`src/rtl/sim_io_monitor.sv`:
```
// Simulation console/halt endpoint: buffers CPU character writes, drains them to a sink,
// and flags run completion on halt or timeout. Define SIM_IO_DISPLAY_EN for console printing.
module sim_io_monitor #(
    parameter int unsigned DEPTH          = 16,
    parameter int unsigned TIMEOUT_CYCLES = 150000000
) (
    input  logic        extern_clk,
    input  logic        extern_rst,
    input  logic        io_wr,
    input  logic [1:0]  io_addr,
    input  logic [7:0]  io_wdata,
    output logic        io_full,
    output logic [7:0]  con_data,
    output logic        con_valid,
    input  logic        con_ready,
    output logic        sim_done,
    output logic [7:0]  exit_code,
    output logic        timeout,
    output logic        overflow,
    output logic [31:0] cycle_cnt
);

    localparam int unsigned PW = $clog2(DEPTH);

    typedef enum logic [1:0] {RUN, DRAIN, DONE} state_t;

    state_t        state, state_next;
    logic [7:0]    mem [DEPTH];
    logic [PW-1:0] wr_ptr, rd_ptr;
    logic [PW:0]   count;
    logic          active, pop, push_req, push_ok, halt_req, timeout_hit;

    assign active    = (state != DONE);
    assign con_valid = (count != '0) && active;
    assign con_data  = mem[rd_ptr];
    assign io_full   = (count == (PW+1)'(DEPTH));
    assign sim_done  = (state == DONE);
    assign pop       = con_valid && con_ready;
    assign push_req  = (state == RUN) && io_wr && (io_addr == 2'd0);
    // A full FIFO still accepts a push when the head leaves in the same cycle.
    assign push_ok   = push_req && (!io_full || pop);
    assign halt_req  = (state == RUN) && io_wr && (io_addr == 2'd1);
    assign timeout_hit = active && (TIMEOUT_CYCLES != 0) &&
                         (cycle_cnt == 32'(TIMEOUT_CYCLES - 1));

    always_ff @(posedge extern_clk) begin
        if (extern_rst) state <= RUN;
        else            state <= state_next;
    end

    always_comb begin
        state_next = state;
        case (state)
            RUN:     if (halt_req) state_next = DRAIN;
            DRAIN:   if (count == '0) state_next = DONE;
            default: state_next = DONE;
        endcase
        if (timeout_hit) state_next = DONE;
    end

    always_ff @(posedge extern_clk) begin
        if (push_ok) mem[wr_ptr] <= io_wdata;
    end

    always_ff @(posedge extern_clk) begin
        if (extern_rst) begin
            wr_ptr <= '0;
            rd_ptr <= '0;
            count  <= '0;
        end else begin
            if (push_ok) wr_ptr <= wr_ptr + 1'b1;
            if (pop)     rd_ptr <= rd_ptr + 1'b1;
            case ({push_ok, pop})
                2'b10:   count <= count + 1'b1;
                2'b01:   count <= count - 1'b1;
                default: count <= count;
            endcase
        end
    end

    // Timeout takes priority over a halt write landing in the same cycle.
    always_ff @(posedge extern_clk) begin
        if (extern_rst) begin
            exit_code <= '0;
            timeout   <= 1'b0;
            overflow  <= 1'b0;
            cycle_cnt <= '0;
        end else begin
            if (timeout_hit) begin
                timeout   <= 1'b1;
                exit_code <= 8'hFF;
            end else if (halt_req) begin
                exit_code <= io_wdata;
            end
            if (push_req && !push_ok) overflow <= 1'b1;
            if (active && (cycle_cnt != '1)) cycle_cnt <= cycle_cnt + 1'b1;
        end
    end

`ifdef SIM_IO_DISPLAY_EN
    logic reported;

    always_ff @(posedge extern_clk) begin
        if (extern_rst) begin
            reported <= 1'b0;
        end else begin
            if (pop) $write("%c", con_data);
            if (sim_done && !reported) begin
                $display("[sim_io_monitor] exit_code=%0d timeout=%0d cycles=%0d",
                         exit_code, timeout, cycle_cnt);
                reported <= 1'b1;
            end
        end
    end
`else
    // Synthesizable build: no console side effects.
`endif

endmodule
```
`config.mk`:
```
export PLATFORM = sky130hd
export DESIGN_NAME = sim_io_monitor
export DESIGN_NICKNAME = d
export VERILOG_FILES = /design/src/rtl/sim_io_monitor.sv
export SDC_FILE = /design/constraint.sdc
export NUM_CORES = 1
export LEC_CHECK = 0
export ABC_CLOCK_PERIOD_IN_PS = 5400
export BUFFER_PORTS_ARGS = -buffer_cell sky130_fd_sc_hd__buf_2
export CORE_MARGIN = 2
export CORE_UTILIZATION = 60
export CTS_CLUSTER_SIZE = 10
export DETAILED_ROUTE_END_ITERATION = 10
export GPL_ROUTABILITY_DRIVEN = 0
export GPL_TIMING_DRIVEN = 0
export HOLD_SLACK_MARGIN = 0.1
export PLACE_DENSITY = 0.85
export RECOVER_POWER = 50
export SYNTH_ARGS = -nofsm -noshare
export SYNTH_HDL_FRONTEND = slang
export SYNTH_SLANG_ARGS = --single-unit
```
`constraint.sdc`:
```
create_clock -name extern_clk -period 5.4 [get_ports extern_clk]
set_input_delay 0.27 -clock extern_clk [delete_from_list [all_inputs] [get_ports extern_clk]]
set_output_delay 0.27 -clock extern_clk [all_outputs]
set_load 0.1 [all_outputs]
```
==> flow_results.org <==
** Run status
- Result of the run :: complete, no violations

** STA
- After layout, the minimum clock period comes to 3790 ps.
- Setup total negative slack on the finished layout was measured at 0 ps.
- Unrepaired setup endpoints after global routing :: false
- Derived from the worst setup path, the maximum achievable clock frequency is 0.264 GHz.
- Final critical-path share of the clock period :: 70.1%
- Measured against its own limit, the worst slew margin works out to 18.9%.
- Worst-Margin Slew :: 1220 ps
- Number of hold violations in the final report :: 0
- The clock arrives with 8.70 ps of skew.
- Final setup violating endpoints :: 0
- The number of max-slew violations in the final report was 0.

** Worst setup path
- Peak fanout along the critical path :: 8
- Flop-to-flop setup slack :: 1610 ps
- Arrival time at the worst endpoint :: 4140 ps
- Worst setup EP type :: flop
- Counting stages on the worst path, the most repeated cell is inv_1.
- The largest single stage delay on the critical path is 760 ps.
- At the worst endpoint, the required time is 5750 ps.
- STA classifies the critical path startpoint as a flop.
- Master of the slowest instance on the critical path :: a211oi_1
- Setup CP Type :: reg2reg
- Traced cell by cell, the critical path runs through nand2b_1, clkbuf_1, inv_1, a211oi_1, nand2_1, inv_1, ha_1, nor2b_1, o21a_1, o2111a_1, o21ai_0, nor3b_1.
- Worst r2r path cells :: 12
- Worst r2r dst :: count[4]
- In this run the critical register-to-register path is launched from state[0].

** Floorplanning
- The initial utilization of the core area, before any placement, comes to 62.0%.
- The floorplan has 41 rows.
- The floorplan step set the die height to 119 um.
- Core box area :: 0.0128 mm2
- Die Wd :: 119 um
- Count of pins on the block boundary :: 67
- Total Die Area :: 0.0141 mm2

** Clocking
- Depth of the CTS H-tree :: 4
- Counting along the longest clock path gives a buffer depth of 2.
- Clock latency on the worst-skew pair, taken at its later pin, is 440 ps.
- Sink count of the clock tree :: 189
- Post-CTS setup-driven buffer insertion count :: 0
- Clock-pin slew was measured on the worst setup and hold paths at 70 ps.
- TritonCTS built the clock tree.
- Quantity of gates resized following cts :: 0
- Number of clock buffers inserted by TritonCTS :: 17
- Hold repair after CTS inserted 0 buffers.
- Root Buffer :: clkbuf_16

** Drt
- Routed wire length :: 19.7 mm
- Via-per-instance ratio :: 6.44
- The routed design uses 1.59 mm of met3 wire.
- Initial DRC Count :: 705
- Across all layers, the routed design uses 5,266 vias.
- Count of unresolved DRC violations after routing :: 0
- The first detailed-routing pass ran for 8 iterations.
- Signal routing reaches up to met4.
- The detail route stage leaves a number of antenna-violating nets equal to 0.
- Mean routed wirelength per cell :: 24.1 um
- Routed length on met2 :: 10.2 mm
- In the final routing, the length of wire on met1 measures 7.13 mm.

** Logic synthesis
- EDFF count, synth :: 128
- Register bit total from synthesis :: 189
- Mapped Avg Cell Area :: 14.4 um2
- Area of the mapped netlist :: 0.00791 mm2
- Yosys warning count :: 0
- Most common flop cell mapped by yosys :: edfxtp_1
- When the netlist entered floorplanning its net count stood at 573.
- Sequential elements use 64.0% of the synthesized area.
- In the synthesized netlist, the number of instances is 549.
- Of all flip-flops after synthesis, the portion carrying an async set or reset was 0%.
- Count of cell types in the netlist :: 50

** Global routing
- The first global-routing pass estimated 30.2 mm of wire.
- Entering global routing, the biggest net connects 18 pins.
- Total congestion overflow :: 0
- The initial antenna violation count came to 0.
- The number of global-route vias before repair is 5,191.
- Combined global-route utilization of all metal layers :: 29.1%

** Cells and area
- The area growth from synthesis to layout is 14.0%.
- The filler cells instantiated in the layout total 830.
- Post-route cell area :: 0.00902 mm2
- The repair_antennas step left the layout with diodes totalling 0.
- Leaving out fill and tap cells, the most frequent cells in the layout are edfxtp_1 (128), clkbuf_1 (68), dfxtp_1 (61), nor2_1 (45), mux4_2 (40).
- Cells with a size suffix above 1 make up 17.0% of the layout.
- Leaving out fill and tap cells, the most frequent cell in the layout is edfxtp_1.
- In the final design database the tool counted 657 nets.

** Pwr
- Power spread over the standard cell area amounts to 443 mW/mm2.
- The worst-case IR drop observed on VDD is 550 uV.
- In this run the static leakage power is 2.94 nW.

** Place
- Cell area after placement :: 0.00847 mm2
- Number of port buffers :: 65
- Detailed placement finished with a half-perimeter wire length of 12.4 mm.

** Min path
- The path with the worst hold slack has its endpoint at overflow.
- Hold-critical path depth :: 4
- In this run the most critical hold path is launched from io_addr[0].
- The worst hold path belongs to the class in2reg.

** Flow run
- The tool flagged a number of max-cap violations equal to 0.
-- cells by family after synthesis --
logic type | synth area share, %
AOI/OAI and AO/OA | 6.01
xor gates and xnor gates | 1.77
adders and majority gates | 1.68
buffers and inverters | 2.10
DFF | 64.0
muxes | 13.5
and+or+nand+nor | 10.9
-- metal layers --
metal / track usage (%) / vias to the layer above
met5: 0 / -
met4: 12.9 / 0
met3: 6.18 / 56
met2: 49.9 / 310
met1: 35.8 / 2602
li1: - / 2298
-- sequential cells by signal (all words and copies together) (netlist names), named ones only --
register   count
mem          128
exit_code      8
state          2
wr_ptr         4
rd_ptr         4
overflow       1
timeout        1
cycle_cnt     32
count          5
-- worst max path at each step --
stage	slack, ps	startpoint	cells past startpoint	end
4_1_cts	2050	state[0]	12	count[4]
2_1_floorplan	2210	state[0]	12	count[4]
5_1_grt	1330	state[0]	12	count[4]
3_3_place_gp	1960	state[0]	8	mem[1][4]
3_5_place_dp	2100	state[0]	12	count[4]
6_report	1610	state[0]	12	count[4]
-- worst max-delay path, delay by kind of cell (launching register included) --
family	cells	cell delay, ps
AO/OA/AOI/OAI	4	1350
buffers and inverters	3	870
AND/OR/NAND/NOR	4	820
flip-flops	1	350
adder cells (fa/ha/maj)	1	310
-- power breakdown --
group / total, mW / switching [mW] / internal (mW)
combinational: 1.07 / 0.727 / 0.342
clock: 1.30 / 0.559 / 0.737
sequential: 1.63 / 0.0437 / 1.59
total: 4.00 / 1.33 / 2.67
-- synthesized netlist by cell type, types with 2 or more instances --
cell type | n | area share (%)
a21oi_1 | 32 | 2.0
and3_1 | 7 | 0.55
and4_1 | 2 | 0.22
buf_1 | 2 | 0.095
buf_2 | 7 | 0.44
clkbuf_1 | 17 | 0.81
dfxtp_1 | 61 | 15
edfxtp_1 | 128 | 49
ha_1 | 9 | 1.4
inv_1 | 16 | 0.76
mux2_2 | 7 | 1.0
mux2i_1 | 9 | 1.1
mux4_2 | 40 | 11
nand2_1 | 26 | 1.2
nand2b_1 | 4 | 0.32
nand3_1 | 17 | 1.1
nand4_1 | 8 | 0.63
nor2_1 | 45 | 2.1
nor2b_1 | 8 | 0.63
nor3_1 | 10 | 0.63
nor4_1 | 8 | 0.63
nor4b_1 | 3 | 0.33
o211ai_1 | 5 | 0.47
o21ai_0 | 12 | 0.76
o31a_1 | 3 | 0.33
o31ai_1 | 8 | 0.76
or3_1 | 7 | 0.55
or4_1 | 12 | 1.1
xnor2_1 | 7 | 0.77
xor2_1 | 9 | 1.0
-- layout make-up --
class / count / area (um2) / area share [%]
plain buffers: 26 / 105 / 1.17
clock buffers: 17 / 425 / 4.72
clock inverters: 15 / 188 / 2.08
inverters: 16 / 60.1 / 0.666
multi-input cells: 318 / 2700 / 29.9
flip-flops and latches: 189 / 5060 / 56.2
well taps: 172 / 215 / 2.39
repair buffers: 65 / 263 / 2.91
-- metrics by stage --
step                total power [mW]  util, %  hold WS [ps]  cells  setup WS [ps]
global route                    4.12     70.6           361    818           1330
CTS                             4.01     71.1           221    818           2050
floorplan                       2.51        -           369    549           2210
detailed placement              2.72     66.3           445    786           2100
global placement                2.68     66.2           442    786           1960
finish                          4.00     70.6           328    818           1610
No activity file was read; power rests on OpenSTA's default activity.
